### config.mk
export PLATFORM = sky130hd
export DESIGN_NAME = wb_pipe
export DESIGN_NICKNAME = d
export VERILOG_FILES = /design/src/rtl/wb_pipe.sv
export SDC_FILE = /design/constraint.sdc
export NUM_CORES = 1
export LEC_CHECK = 0
export ABC_AREA = 0
export CAP_MARGIN = 5
export CORE_AREA = 2 2 144 146
export CTS_CLUSTER_SIZE = 28
export DETAILED_ROUTE_END_ITERATION = 8
export DIE_AREA = 0 0 146 148
export PLACE_DENSITY_LB_ADDON = 0.3
export SLEW_MARGIN = 20
export SYNTH_ARGS = -nofsm -noshare
export SYNTH_HDL_FRONTEND = slang
export SYNTH_SLANG_ARGS = --single-unit
### constraint.sdc
create_clock -name i_clk -period 6.2 [get_ports i_clk]
set_clock_uncertainty 0.1 [all_clocks]
set_input_delay 1.24 -clock i_clk [delete_from_list [all_inputs] [get_ports i_clk]]
set_output_delay 1.24 -clock i_clk [all_outputs]
set_load 0.01 [all_outputs]
### src/rtl/wb_pipe.sv
// Write-back stage: retires ALU results or aligned/extended load data, waiting for late load data.
// Optional trace outputs (instruction, PC, raw load word, retire counter) are enabled by WB_PIPE_TRACE_EN.
module wb_pipe #(
  parameter int XLEN   = 32,
  parameter int REG_AW = 5
) (
  input  logic              i_clk,
  input  logic              i_rst_n,
  input  logic              i_vld,
  output logic              o_rdy,
  input  logic              i_mem_reg,
  input  logic [2:0]        i_funct3,
  input  logic [XLEN-1:0]   i_dmem_addr,
  input  logic              i_dmem_rvld,
  input  logic [XLEN-1:0]   i_dmem_rdata,
  input  logic [XLEN-1:0]   i_res,
  input  logic [REG_AW-1:0] i_rd_waddr,
  input  logic              i_rd_wen,
  input  logic [31:0]       i_inst,
  input  logic [XLEN-1:0]   i_pc,
  output logic              o_rd_wen,
  output logic [REG_AW-1:0] o_rd_waddr,
  output logic [XLEN-1:0]   o_rd_wdata,
  output logic              o_vld,
  output logic [31:0]       o_inst,
  output logic [XLEN-1:0]   o_pc,
  output logic [XLEN-1:0]   o_dmem_rdata,
  output logic [63:0]       o_retire_cnt
);

  localparam int LANE_W = $clog2(XLEN / 8);

  typedef enum logic {IDLE, WAIT} state_t;

  state_t              state, state_nxt;
  logic                retire, capture, sel_load;
  logic [REG_AW-1:0]   sel_waddr, cap_waddr;
  logic                sel_wen, cap_wen, out_wen;
  logic [2:0]          sel_funct3, cap_funct3;
  logic [LANE_W-1:0]   sel_lane, cap_lane;
  logic [XLEN-1:0]     wdata_nxt;

  // Shift the addressed lane down (offset truncated to the access size), then extend.
  function automatic logic [XLEN-1:0] load_align(input logic [XLEN-1:0] raw,
                                                 input logic [2:0]      f3,
                                                 input logic [LANE_W-1:0] lane);
    logic [LANE_W-1:0] off;
    logic [XLEN-1:0]   sh;
    logic [XLEN-1:0]   res;
    off = '0;
    case (f3)
      3'b000, 3'b100: off = lane;
      3'b001, 3'b101: off = {lane[LANE_W-1:1], 1'b0};
      3'b010, 3'b110: if (XLEN == 64) off[LANE_W-1] = lane[LANE_W-1];
      default:        off = '0;
    endcase
    sh  = raw >> {off, 3'b000};
    res = raw;
    case (f3)
      3'b000: res = XLEN'($signed(sh[7:0]));
      3'b001: res = XLEN'($signed(sh[15:0]));
      3'b010: res = XLEN'($signed(sh[31:0]));
      3'b100: res = XLEN'(sh[7:0]);
      3'b101: res = XLEN'(sh[15:0]);
      3'b110: if (XLEN == 64) res = XLEN'(sh[31:0]);
      3'b011: if (XLEN == 64) res = sh;
      default: res = raw;
    endcase
    return res;
  endfunction

  always_comb begin
    // NOTE: every signal assigned here gets a default first, so no path can infer a latch.
    state_nxt  = state;
    retire     = 1'b0;
    capture    = 1'b0;
    sel_load   = 1'b0;
    sel_waddr  = i_rd_waddr;
    sel_wen    = i_rd_wen;
    sel_funct3 = i_funct3;
    sel_lane   = i_dmem_addr[LANE_W-1:0];
    case (state)
      IDLE: begin
        if (i_vld) begin
          if (i_mem_reg && !i_dmem_rvld) begin
            capture   = 1'b1;
            state_nxt = WAIT;
          end else begin
            retire   = 1'b1;
            sel_load = i_mem_reg;
          end
        end
      end
      WAIT: begin
        sel_waddr  = cap_waddr;
        sel_wen    = cap_wen;
        sel_funct3 = cap_funct3;
        sel_lane   = cap_lane;
        if (i_dmem_rvld) begin
          retire    = 1'b1;
          sel_load  = 1'b1;
          state_nxt = IDLE;
        end
      end
      default: state_nxt = IDLE;
    endcase
  end

  assign wdata_nxt = sel_load ? load_align(i_dmem_rdata, sel_funct3, sel_lane) : i_res;
  assign o_rdy     = (state == IDLE);
  assign o_rd_wen  = o_vld & out_wen & (o_rd_waddr != '0);

  // NOTE: sequential state uses non-blocking assignments so every register samples pre-edge values.
  always_ff @(posedge i_clk or negedge i_rst_n) begin
    if (!i_rst_n) begin
      state      <= IDLE;
      cap_waddr  <= '0;
      cap_wen    <= 1'b0;
      cap_funct3 <= '0;
      cap_lane   <= '0;
    end else begin
      state <= state_nxt;
      if (capture) begin
        cap_waddr  <= i_rd_waddr;
        cap_wen    <= i_rd_wen;
        cap_funct3 <= i_funct3;
        cap_lane   <= i_dmem_addr[LANE_W-1:0];
      end
    end
  end

  always_ff @(posedge i_clk or negedge i_rst_n) begin
    if (!i_rst_n) begin
      o_vld      <= 1'b0;
      out_wen    <= 1'b0;
      o_rd_waddr <= '0;
      o_rd_wdata <= '0;
    end else begin
      o_vld <= retire;
      if (retire) begin
        out_wen    <= sel_wen;
        o_rd_waddr <= sel_waddr;
        o_rd_wdata <= wdata_nxt;
      end
    end
  end

  logic unused_addr;
  assign unused_addr = ^{1'b0, i_dmem_addr[XLEN-1:LANE_W]};

`ifdef WB_PIPE_TRACE_EN
  logic [31:0]     cap_inst;
  logic [XLEN-1:0] cap_pc;

  always_ff @(posedge i_clk or negedge i_rst_n) begin
    if (!i_rst_n) begin
      cap_inst     <= '0;
      cap_pc       <= '0;
      o_inst       <= '0;
      o_pc         <= '0;
      o_dmem_rdata <= '0;
      o_retire_cnt <= '0;
    end else begin
      if (capture) begin
        cap_inst <= i_inst;
        cap_pc   <= i_pc;
      end
      if (retire) begin
        o_inst       <= (state == WAIT) ? cap_inst : i_inst;
        o_pc         <= (state == WAIT) ? cap_pc : i_pc;
        o_dmem_rdata <= sel_load ? i_dmem_rdata : '0;
        o_retire_cnt <= o_retire_cnt + 64'd1;
      end
    end
  end
`else
  logic unused_trace;
  assign unused_trace = ^{1'b0, i_inst, i_pc};
  assign o_inst       = '0;
  assign o_pc         = '0;
  assign o_dmem_rdata = '0;
  assign o_retire_cnt = '0;
`endif

endmodule

---- Yosys cells after proc, flatten, opt, wreduce, memory -nomap -nowiden ----
Cells that the tools add are included.
storage, ports and cells
  register bits after elaboration ......... 51
  bits in latches ......................... 0
  bits in writable memories ............... 0
  ROM bits ................................ 0
  input bits .............................. 174
  output and inout port bits .............. 200
  logic and storage cells ................. 42
  memories ................................ 0
operators by class
  add/sub/neg operators ................... 0
  multipliers ............................. 0
  div/mod/pow operators ................... 0
  order comparisons ....................... 0
  equality and inequality tests ........... 4
  shifts and indexed selects .............. 1
  muxes and demuxes ....................... 19
  bitwise gates (word level) .............. 3
  reduce and logical (&&, ||, !) cells .... 6
operators by type and width
  operator              number
  $pmux W32 S5          1
  $mux W32              1
  $shr A32 B5 Y32       1
  $mux W1               10
  $eq A3 B3 Y1 const B  2
  $pmux W1 S2           3
  $mux W5               1
  $reduce_bool A5 Y1    1
  $pmux W2 S2           1
  $reduce_or A2 Y1      2
  $eq A3 B1 Y1 const B  1
  $eq A3 B2 Y1 const B  1
  $logic_not A3 Y1      1
  $mux W3               1
  $and A1 B1 Y1         2
  $mux W2               1
  $logic_and A1 B1 Y1   1
  $logic_not A1 Y1      1
  $not A1 Y1            1

---- Longest topological paths before layout ----
  word-level depth ........................ 7
  gate-level depth with buffers ........... 10
  gate-level depth less buffers ........... 6

---- Worst setup path before layout ----
OpenSTA, ideal clock, no wires.
  kind .................................... input-to-reg
  start ................................... input port i_funct3[1]
  end ..................................... register o_rd_wdata[22]
  setup time .............................. 0.127 ns
  data arrival time ....................... 2.910 ns
  required time ........................... 5.973 ns
  setup slack ............................. 3.063 ns
  stages .................................. 8
  path buffers ............................ 2
  path through ............................ or3b_1 > buf_2 > nand2_2 > mux2_2 > a221o_1 > o2111ai_4 > buf_6 > o211ai_2
on the way
  longest elaborated chain between the ends .. 7
  elaborated cells on any way between the ends .. 12
  those cells by class .................... eq/ne (4); shift (1); mux (4); reduce/logical (3)
RTL lines
  item                                  RTL line  source
  start: declaration                    12        input logic [2:0] i_funct3,
  $mux W3 (*)                           82        case (state)
  $eq A3 B3 Y1 (tied with other cells)  51, 59
  $reduce_or A2 Y1                      51        case (f3)
  $pmux W2 S2                           51
  $shr A32 B5 Y32                       57        sh = raw >> {off, 3'b000};
  $pmux W32 S5 (*)                      59        case (f3)
  $mux W32 (*)                          109       assign wdata_nxt = sel_load ? load_align(i_dmem_rdata, sel_funct3, sel_lane) : i_res;
  end signal: assignment                143       o_rd_wdata <= wdata_nxt;
  end: declaration                      23        output logic [XLEN-1:0] o_rd_wdata,
Mark *: on every way between the ends. The rest lies on a longest branch, timed or not.
A chain may end at the register's enable or synchronous reset.

---- Worst setup path in the final report ----
  start ................................... input port i_funct3[1]
  end ..................................... register o_rd_wdata[13]
The elaborated chain is that of the path after synthesis.

==> reports/metrics.yaml <==
dp_slack_ns: 1.77
outcome: "finished clean"
ys_seq_elements: 51
insertion_delay_ns: 0.31
gp_congestion: 0.778
hold_ws_ns: 0.380
netlist_area_um2: 4450
post-route-drc-count: 0
area_growth_pct: 22.6
avgRoutedWirePerCell_um: 16.3
fin_crit_sh_pct: 65.2
cp-start-kind: "input pin"
cap_violations: 0
grt_pass1_wl_um: 21400
fin_crit_ns: 4.04
start_util_pct: 22.2
pwr-share-comb_pct: 38.4
die_h_um: 148
fin_ws_ns: 2.16
detail-route-antenna-nets: 0
cpPeakStageDelay_ns: 0.68
setup_tns_ns: 0
synth_top_area_share_pct: 28.7
wl_um: 14600
cellLeakagePower_nw: 2.36
finalInstanceArea_um2: 5460
io_buffers: 119
hold_violations: 0
via_per_inst: 4.09
placed_cells: 886
synth.distinct_cells: 47
nFillCells: 2198
rsz0062_at_grt: "false"
worstHoldPathType: "register to register"
end_kind: "register"
root_buffer: "clkbuf_16"
die_w_um: 146
yosysWarnings: 0
synth_cells: 521
async_flop_share_pct: 100
synthTopCellsByCount: "buf_4, nand2_1, dfrtp_1"
first_iter_violations: 154
peakVddDrop_mv: 0.130
drive_gt1_share_pct: 6.25
p_int_uw: 775
clk_pin_slew_worst_paths_ns: 0.08
grt_pass1_vias: 3412
setup_viol: 0
synth_edf_count: 0
antenna_found_initial: 0
cts_resized: 0
yosysTopAreaCell: "dfrtp_1"
pwr_density_cell_nw_per_um2: 224
yosysMostFrequentCell: "buf_4"
grt_start_max_net_pins: 52
crit_type: "input pin to register"
grt_overflow: 0
p_total_mw: 1.22
slew_violations: 0
worstPathCellList: "clkdlybuf4s50_1, nor4b_1, a31oi_4, buf_4, mux2i_1, mux2i_4, a211oi_2, a221oi_1"
track_usage_pct: 13.0
net-switching-power_uw: 447
cts.sinks: 51
cts_tree: "built"
coreArea_um2: 20000
final_cells: 894
htreeDepth: 2
max_freq_mhz: 248
placed_area_um2: 5300
num_vias: 3657
synth_area_leaders: "dfrtp_1, buf_4, mux2i_1"
clkPwrFrac_pct: 25.3
cts_setup_buffers: 0
io_pins: 374
relSlewSlack_pct: 29.3
crit_slowest_cell: "a211oi_2"
crit_path_max_fanout: 32
dp_hpwl_um: 10700
crit_required_ns: 6.24
drt_pass1_iterations: 5
cts_buffers: 5
num_rows: 52
seqPwrFrac_pct: 36.3
utilization_pct: 27.2
antenna_cells: 0
p_sw_share_pct: 36.6
ctsHoldBuffers: 0
arrival_ns: 4.08
syn_avg_cell_area_um2: 8.54
clk_path_buf_depth: 2
final_nets: 797
ys.flop_type: "dfrtp_1"
tightest_slew_ns: 1.06
die_area_um2: 21600
yosysSeqAreaShare_pct: 28.7
[routing by layer]
layer | part of all wire, % | GRT usage [%] | vias up
met5 | 0 | 0 | -
met4 | 0.78 | 2.77 | 0
met3 | 7.3 | 3.27 | 8
met2 | 48 | 21.5 | 179
met1 | 44 | 17.2 | 1731
li1 | - | - | 1739
[power by group through the flow]
stage | Sequential, mW | Clock, mW | Combinational (mW)
2_1_floorplan | 0.463 | 0 | 0.298
3_3_place_gp | 0.449 | 0 | 0.472
3_5_place_dp | 0.451 | 0 | 0.472
4_1_cts | 0.444 | 0.326 | 0.475
5_1_grt | 0.454 | 0.333 | 0.515
6_report | 0.444 | 0.309 | 0.469
[cells by family after synthesis]
kind of cell	after synthesis	share of synthesized area [%]
AOI/OAI and AO/OA	130	20.8
DFF	51	28.7
other	1	0.0843
muxes	35	8.49
buffers and inverters	191	30.3
and+or+nand+nor	113	11.7
[path summary, 6_finish.rpt]
check,from,endpoint,slack [ns],cells past startpoint
worst max register to register,state,o_rd_wdata[13],2.63,7
worst min-delay path,o_rd_wdata[5],o_rd_wdata[5],0.38,2
worst max-delay path,i_funct3[1],o_rd_wdata[13],2.16,8
max in group asynchronous,i_rst_n,o_rd_wdata[3],4.54,2
worst min register to register,o_rd_wdata[5],o_rd_wdata[5],0.38,2
min in group asynchronous,i_rst_n,cap_wen,0.97,2
[cell type report]
type | instances | area [um2] | share of cell area [%]
timing repair buffer | 125 | 1230 | 22.6
clock buffer | 5 | 125 | 2.29
tap | 270 | 338 | 6.19
sequential | 51 | 1280 | 23.4
inverter | 2 | 7.51 | 0.138
multi-input combinational | 438 | 2450 | 44.9
clock inverter | 3 | 27.5 | 0.504
[placed cells by master, fill, tap and decap left out, types with 8 or more instances in the layout]
master / n
a221oi_1: 15
a21oi_1: 9
conb_1: 160
clkdlybuf4s50_1: 118
a2bb2oi_1: 8
nor2_1: 22
o22ai_1: 24
nand2_1: 54
o21ai_1: 8
mux2i_1: 22
mux2_2: 12
or3_1: 10
o211ai_1: 15
dfrtp_1: 51
o21ai_0: 24
[critical path, delay by kind of cell]
family | cells | cell delay [ns]
buf+inv | 2 | 0.88
mux | 2 | 0.50
simple gates | 1 | 0.55
compound gates | 3 | 0.88
[flip-flops by register name (all words and copies together), names as in the netlist]
name and cells:
o_rd_wdata 32, state 1, cap_funct3 3, o_vld 1, o_rd_waddr 5, cap_waddr 5
cap_wen 1, cap_lane 2, out_wen 1
Note: power is estimated with default switching activity, not from simulation.
